<file path="src/rtl/ddr_axi_pkg.sv">
// Shared types and constants for the DDR controller AXI write-side control.
package ddr_axi_pkg;

  localparam int ID_W    = 2;
  localparam int LEN_W   = 8;
  localparam int NUM_IDS = 1 << ID_W;

  localparam logic [3:0] MAX_TRANSACTIONS = 4'd8;

  localparam logic [1:0] BRESP_OKAY   = 2'b00;
  localparam logic [1:0] BRESP_SLVERR = 2'b10;

  typedef enum logic {
    IDLE,
    DATA
  } wstate_t;

  // Fixed priority: the lowest set index wins.
  function automatic logic [ID_W-1:0] lowest_set(input logic [NUM_IDS-1:0] v);
    lowest_set = '0;
    for (int i = NUM_IDS - 1; i >= 0; i--) begin
      if (v[i]) lowest_set = i[ID_W-1:0];
    end
  endfunction

endpackage

</file>
<file path="src/rtl/write_fsm_if.sv">
// AXI write channels (AW, W, B) between the AXI master and the write control.
interface write_fsm_if;
  import ddr_axi_pkg::*;

  logic             AWVALID;
  logic [ID_W-1:0]  AWID;
  logic [LEN_W-1:0] AWLEN;
  logic             AWREADY;
  logic             WVALID;
  logic             WLAST;
  logic             WREADY;
  logic             BVALID;
  logic [ID_W-1:0]  BID;
  logic [1:0]       BRESP;
  logic             BREADY;

  modport master (
    output AWVALID, AWID, AWLEN, WVALID, WLAST, BREADY,
    input  AWREADY, WREADY, BVALID, BID, BRESP
  );

  modport slave (
    input  AWVALID, AWID, AWLEN, WVALID, WLAST, BREADY,
    output AWREADY, WREADY, BVALID, BID, BRESP
  );

endinterface

</file>
<file path="src/rtl/b_resp_arbiter.sv">
// Tracks per-ID commit/error bits and issues one B response at a time, lowest ID first.
// Response appears the cycle after a pending bit is visible; held until BREADY.
module b_resp_arbiter
  import ddr_axi_pkg::*;
(
  input  logic               clk,
  input  logic               rst,
  input  logic [NUM_IDS-1:0] wid_done_i,
  input  logic               err_set_i,
  input  logic [ID_W-1:0]    err_id_i,
  input  logic               bready_i,
  output logic               bvalid_o,
  output logic [ID_W-1:0]    bid_o,
  output logic [1:0]         bresp_o
);

  logic [NUM_IDS-1:0] pending_q, pending_d;
  logic [NUM_IDS-1:0] err_q, err_d;
  logic               bvalid_q, bvalid_d;
  logic [ID_W-1:0]    bid_q, bid_d;
  logic [1:0]         bresp_q, bresp_d;
  logic [NUM_IDS-1:0] clr;
  logic [ID_W-1:0]    pick;

  always_ff @(posedge clk) begin
    if (rst) begin
      pending_q <= '0;
      err_q     <= '0;
      bvalid_q  <= 1'b0;
      bid_q     <= '0;
      bresp_q   <= BRESP_OKAY;
    end else begin
      pending_q <= pending_d;
      err_q     <= err_d;
      bvalid_q  <= bvalid_d;
      bid_q     <= bid_d;
      bresp_q   <= bresp_d;
    end
  end

  always_comb begin
    bvalid_d = bvalid_q;
    bid_d    = bid_q;
    bresp_d  = bresp_q;
    clr      = '0;
    pick     = lowest_set(pending_q);

    // Selection only while B is idle, which also forces a gap cycle between responses.
    if (bvalid_q) begin
      if (bready_i) bvalid_d = 1'b0;
    end else if (pending_q != '0) begin
      bvalid_d  = 1'b1;
      bid_d     = pick;
      bresp_d   = err_q[pick] ? BRESP_SLVERR : BRESP_OKAY;
      clr[pick] = 1'b1;
    end

    pending_d = (pending_q & ~clr) | wid_done_i;
    err_d     = err_q & ~clr;
    if (err_set_i) err_d[err_id_i] = 1'b1;
  end

  assign bvalid_o = bvalid_q;
  assign bid_o    = bid_q;
  assign bresp_o  = bresp_q;

endmodule

</file>
<file path="src/rtl/write_fsm.sv">
// AXI write-side control: accepts one AW burst at a time, counts its W beats, flags
// malformed bursts; AWREADY registered, WREADY follows !wfull combinationally.
module write_fsm
  import ddr_axi_pkg::*;
(
  input  logic               clk,
  input  logic               rst,
  write_fsm_if.slave         axi,
  input  logic               wfull,
  input  logic [3:0]         num_transactions,
  input  logic [NUM_IDS-1:0] wid_done,
  output logic               load_aw,
  output logic               push_w,
  output logic               scheduler_en
);

  wstate_t          state_q, state_d;
  logic             awready_q, awready_d;
  logic [LEN_W-1:0] beat_cnt_q, beat_cnt_d;
  logic [ID_W-1:0]  cur_id_q, cur_id_d;
  logic             wready;
  logic             err_set;
  logic             bvalid;

  assign wready  = (state_q == DATA) && !wfull;
  assign load_aw = axi.AWVALID && awready_q;
  assign push_w  = axi.WVALID && wready;

  always_ff @(posedge clk) begin
    if (rst) begin
      state_q    <= IDLE;
      awready_q  <= 1'b0;
      beat_cnt_q <= '0;
      cur_id_q   <= '0;
    end else begin
      state_q    <= state_d;
      awready_q  <= awready_d;
      beat_cnt_q <= beat_cnt_d;
      cur_id_q   <= cur_id_d;
    end
  end

  always_comb begin
    state_d    = state_q;
    awready_d  = 1'b0;
    beat_cnt_d = beat_cnt_q;
    cur_id_d   = cur_id_q;
    err_set    = 1'b0;

    case (state_q)
      IDLE: begin
        awready_d = !load_aw && (num_transactions < MAX_TRANSACTIONS);
        if (load_aw) begin
          state_d    = DATA;
          cur_id_d   = axi.AWID;
          beat_cnt_d = axi.AWLEN;
        end
      end
      DATA: begin
        if (push_w) begin
          // Burst closes on WLAST or an exhausted count; disagreement marks the ID bad.
          if (axi.WLAST || (beat_cnt_q == '0)) begin
            state_d    = IDLE;
            beat_cnt_d = '0;
            err_set    = axi.WLAST != (beat_cnt_q == '0);
          end else begin
            beat_cnt_d = beat_cnt_q - LEN_W'(1);
          end
        end
      end
      default: state_d = IDLE;
    endcase
  end

  b_resp_arbiter u_b_resp_arbiter (
    .clk        (clk),
    .rst        (rst),
    .wid_done_i (wid_done),
    .err_set_i  (err_set),
    .err_id_i   (cur_id_q),
    .bready_i   (axi.BREADY),
    .bvalid_o   (bvalid),
    .bid_o      (axi.BID),
    .bresp_o    (axi.BRESP)
  );

  assign axi.AWREADY = awready_q;
  assign axi.WREADY  = wready;
  assign axi.BVALID  = bvalid;

  assign scheduler_en = (num_transactions != 4'd0) && !load_aw && !push_w && !wfull && !bvalid;

endmodule

</file>
<file path="src/flat_wrapper.sv">
// flat-port wrapper written by rule: the top's interface ports become plain ports
module write_fsm_flat import ddr_axi_pkg::*;
  (clk, rst, wfull, num_transactions, wid_done, load_aw, push_w, scheduler_en, axi_AWVALID, axi_AWID, axi_AWLEN, axi_WVALID, axi_WLAST, axi_BREADY, axi_AWREADY, axi_WREADY, axi_BVALID, axi_BID, axi_BRESP);
  write_fsm_if axi_i ();
  input  logic clk;
  input  logic rst;
  input  logic wfull;
  input  logic [3:0] num_transactions;
  input  logic [NUM_IDS-1:0] wid_done;
  output logic load_aw;
  output logic push_w;
  output logic scheduler_en;
  input wire logic [$bits(axi_i.AWVALID)-1:0] axi_AWVALID;
  input wire logic [$bits(axi_i.AWID)-1:0] axi_AWID;
  input wire logic [$bits(axi_i.AWLEN)-1:0] axi_AWLEN;
  input wire logic [$bits(axi_i.WVALID)-1:0] axi_WVALID;
  input wire logic [$bits(axi_i.WLAST)-1:0] axi_WLAST;
  input wire logic [$bits(axi_i.BREADY)-1:0] axi_BREADY;
  output wire logic [$bits(axi_i.AWREADY)-1:0] axi_AWREADY;
  output wire logic [$bits(axi_i.WREADY)-1:0] axi_WREADY;
  output wire logic [$bits(axi_i.BVALID)-1:0] axi_BVALID;
  output wire logic [$bits(axi_i.BID)-1:0] axi_BID;
  output wire logic [$bits(axi_i.BRESP)-1:0] axi_BRESP;
  assign axi_i.AWVALID = axi_AWVALID;
  assign axi_i.AWID = axi_AWID;
  assign axi_i.AWLEN = axi_AWLEN;
  assign axi_i.WVALID = axi_WVALID;
  assign axi_i.WLAST = axi_WLAST;
  assign axi_i.BREADY = axi_BREADY;
  assign axi_AWREADY = axi_i.AWREADY;
  assign axi_WREADY = axi_i.WREADY;
  assign axi_BVALID = axi_i.BVALID;
  assign axi_BID = axi_i.BID;
  assign axi_BRESP = axi_i.BRESP;
  write_fsm u_core (.clk(clk), .rst(rst), .axi(axi_i), .wfull(wfull), .num_transactions(num_transactions), .wid_done(wid_done), .load_aw(load_aw), .push_w(push_w), .scheduler_en(scheduler_en));
endmodule
</file>
<file path="config.mk">
export PLATFORM = sky130hd
export DESIGN_NAME = write_fsm_flat
export DESIGN_NICKNAME = d
export VERILOG_FILES = /design/src/rtl/ddr_axi_pkg.sv /design/src/rtl/write_fsm_if.sv /design/src/rtl/b_resp_arbiter.sv /design/src/rtl/write_fsm.sv /design/src/flat_wrapper.sv
export SDC_FILE = /design/constraint.sdc
export NUM_CORES = 1
export LEC_CHECK = 0
export BUFFER_PORTS_ARGS = -buffer_cell sky130_fd_sc_hd__buf_4
export CORE_UTILIZATION = 50
export DETAILED_ROUTE_END_ITERATION = 6
export PLACE_DENSITY = 0.77
export SLEW_MARGIN = 20
export SYNTH_ARGS = -nofsm -noshare
export SYNTH_HDL_FRONTEND = slang
export SYNTH_SLANG_ARGS = --single-unit
</file>
<file path="constraint.sdc">
create_clock -name clk -period 2.4 [get_ports clk]
set_clock_uncertainty 0.05 [all_clocks]
set_input_delay 0.24 -clock clk [delete_from_list [all_inputs] [get_ports clk]]
set_output_delay 0.24 -clock clk [all_outputs]
set_load 0.1 [all_outputs]
</file>
==> flow_summary_export.csv <==
group,metric,value,unit
status,status,"finished clean",
place,place_inst,216,
floorplanning,start_util,0.5532,
drt,num_vias,1268,
clocking,cts-hold-fix-buffers,0,
place,placed_cell_area,1540,um2
clocking,numCtsBuffers,3,
grt,grt_overflow,0,
floorplanning,die_area,2772,um2
drt,vias_per_cell,5.764,
drt,drt-initial-drc-count,30,
timing,slew_violations,0,
floorplanning,coreArea,2318,um2
logic_synthesis,synth_cell_types,39,
finish,final_cell_mix,"buf_4 (34), nor2_1 (25), dfxtp_1 (22)",
timing,finalSetupViolations,0,
setup_path,arrival,2330,ps
logic_synthesis,synth_nets,192,
finish,nets,221,
clocking,clock-sinks,24,
timing,finalSetupTns,0,ps
timing,layout_setup_ws,223.5,ps
timing,finalHoldViolCount,0,
logic_synthesis,synthFlopType,"dfxtp_1",
clocking,clockRootBuffer,"clkbuf_4",
min_path,hold-path-cell-count,2,
floorplanning,ios,35,
timing,tightest_slew,540.6,ps
drt,drcViolationCount,0,
finish,final_area,1593,um2
finish,antennaDiodeCount,0,
place,finalWeightedCongestion,0.8849,
logic_synthesis,ys_warn_count,0,
clocking,clk_latency,330,ps
finish,area_growth,24.20,%
clocking,clk_pin_slew,140,ps
clocking,post_cts_resized,0,
setup_path,critPathKind,"reg -> reg",
logic_synthesis,syn_area,1282,um2
grt,grt_pass1_vias,1177,
logic_synthesis,ys_ff_latch,24,
power,p_leak,0.6587,nW
finish,layoutNonFillerInstCount,220,
grt,grt_usage,0.2411,
clocking,h-tree-depth,1,
finish,final_util,0.6870,
power,finalPower,1.026,mW
logic_synthesis,synth_edf_count,0,
place,dpl.hpwl,2153,um
grt,grt_pass1_wl,4933,um
setup_path,cp-startpoint,"u_core.beat_cnt_q[2]",
setup_path,worstRegToRegCells,7,
flow_run,maxCapViolations,0,
setup_path,start_kind,"flip-flop",
clocking,cts_setup_buffers,0,
floorplanning,die_h,52.65,um
timing,fin_crit_sh,0.9069,
clocking,cts.path.max_buffers,2,
setup_path,cpPeakStageDelay,470,ps
min_path,min-delay-start,"num_transactions[3]",
floorplanning,fp.dieW,52.65,um
logic_synthesis,syn_avg_cell_area,7.820,um2
finish,final_common_cell,"buf_4",
drt,postRouteWirelength,3041,um
power,ir_drop,477.1,uV
place,io_buffer_count,33,
setup_path,worstSetupEndpointType,"flip-flop",
min_path,hold_path.class,"in -> reg",
power,powerDensity,644.2,nW/um2
setup_path,crit_slowest_cell,"nor4_4",
finish,drive_gt1_frac,0.2552,
setup_path,worstPathCellList,"nor4_4 -> nand3_1 -> ha_1 -> nand2_1 -> nor2_1 -> a31oi_1 -> a311oi_2",
logic_synthesis,synth-seq-area-share,0.3746,
logic_synthesis,synthArstFlopShare,0,
floorplanning,rows,17,
setup_path,r2r_start,"u_core.beat_cnt_q[2]",
drt,first_pass_iters,4,
timing,max_freq,459.5,MHz
grt,grt_max_degree,25,
drt,wl_per_cell,13.82,um
setup_path,crit_fanout,9,
grt,antenna_found_initial,0,
timing,grt_setup_unrepaired,"false",
timing,max-slew-margin-rel,0.6349,
drt,ant_nets,0,
place,post-place-ws,264.0,ps
setup_path,worstPathRequired,2560,ps
clocking,cts_tree,"built",
logic_synthesis,synthCells,164,
timing,whs,1.553,ps
timing,period_needed,2176,ps
cells in the mapped netlist (2+ instances only):
cell type   n  area share
clkbuf_1    4       0.012
nand4_1     2      0.0098
ha_1        3       0.029
o22ai_1     5       0.024
or2_0       2      0.0098
nor4_1      3       0.015
buf_4       3       0.018
nand3_1     5       0.020
dfxtp_1    24        0.37
buf_2       3       0.012
mux2i_1     2       0.016
nor2_1     25       0.073
inv_1      10       0.029
a211oi_1    3       0.018
nor2b_1     2      0.0098
nand2_1     7       0.020
a21oi_1    21       0.082
a31oi_1     2      0.0098
o21ai_0    10       0.039
a2bb2oi_1   2       0.014
nand2b_1    3       0.015
a311oi_2    2       0.023
nor3_1      5       0.020
state kept, by name, indices dropped and copies added, names as in the netlist:
register and count:
u_core.cur_id_q 2, u_core.u_b_resp_arbiter.pending_q 4, u_core.beat_cnt_q 8, u_core.axi.AWREADY 1
u_core.u_b_resp_arbiter.err_q 4, u_core.u_b_resp_arbiter.bid_o 2, u_core.state_q 1, u_core.u_b_resp_arbiter.bvalid_o 1
u_core.u_b_resp_arbiter.bresp_o 1
cell families (layout without fill, tap and decap cells):
| kind of cell | Yosys count | count (layout) | share of synthesized area |
|---|---|---|---|
| buffers and inverters | 21 | 49 | 0.07316 |
| muxes | 2 | 2 | 0.01561 |
| DFF | 24 | 24 | 0.3746 |
| adders and majority gates | 3 | 3 | 0.02927 |
| and+or+nand+nor | 65 | 65 | 0.2761 |
| AOI/OAI and AO/OA | 48 | 48 | 0.2283 |
| other | 1 | 1 | 0.002924 |
area by class of cell:
type                            count  area (um2)
Sequential cell                    24       483.0
Clock buffer                        3       22.52
Tap cell                           28       35.03
Fill cell                         196       725.7
Multi-Input combinational cell    119       725.7
Clock inverter                      1       30.03
Timing Repair Buffer               34       255.2
Inverter                           11       41.29
power breakdown:
| group | switching, mW | internal, mW | total [mW] | leakage (nW) |
|---|---|---|---|---|
| sequential | 0.0327 | 0.421 | 0.454 | 0.197 |
| combinational | 0.172 | 0.0938 | 0.266 | 0.434 |
| clock | 0.137 | 0.169 | 0.306 | 0.0279 |
| total | 0.342 | 0.684 | 1.03 | 0.659 |
worst paths after layout:
path / end / slack [ps]
worst min register to register: u_core.axi.AWREADY / 440
worst min-delay path: u_core.axi.AWREADY / 2
worst max-delay path: u_core.beat_cnt_q[6] / 220
worst max register to register: u_core.beat_cnt_q[6] / 220
critical path: cells and delay by family (launching register included):
family / cells / cell delay, ps
AOI/OAI and AO/OA: 2 / 330
adders and majority gates: 1 / 280
DFF: 1 / 430
and+or+nand+nor: 4 / 950
per-layer routing:
metal  vias up  routed length [um]  track usage  part of all wire
met1       577                1410       0.3158              0.46
li1        632                   -            -                 -
met5         -                   0            0                 0
met3         5                 189      0.03768             0.062
met4         0                  48       0.1053             0.016
met2        54                1393       0.3861              0.46
Note: power is estimated with default switching activity, not from simulation.
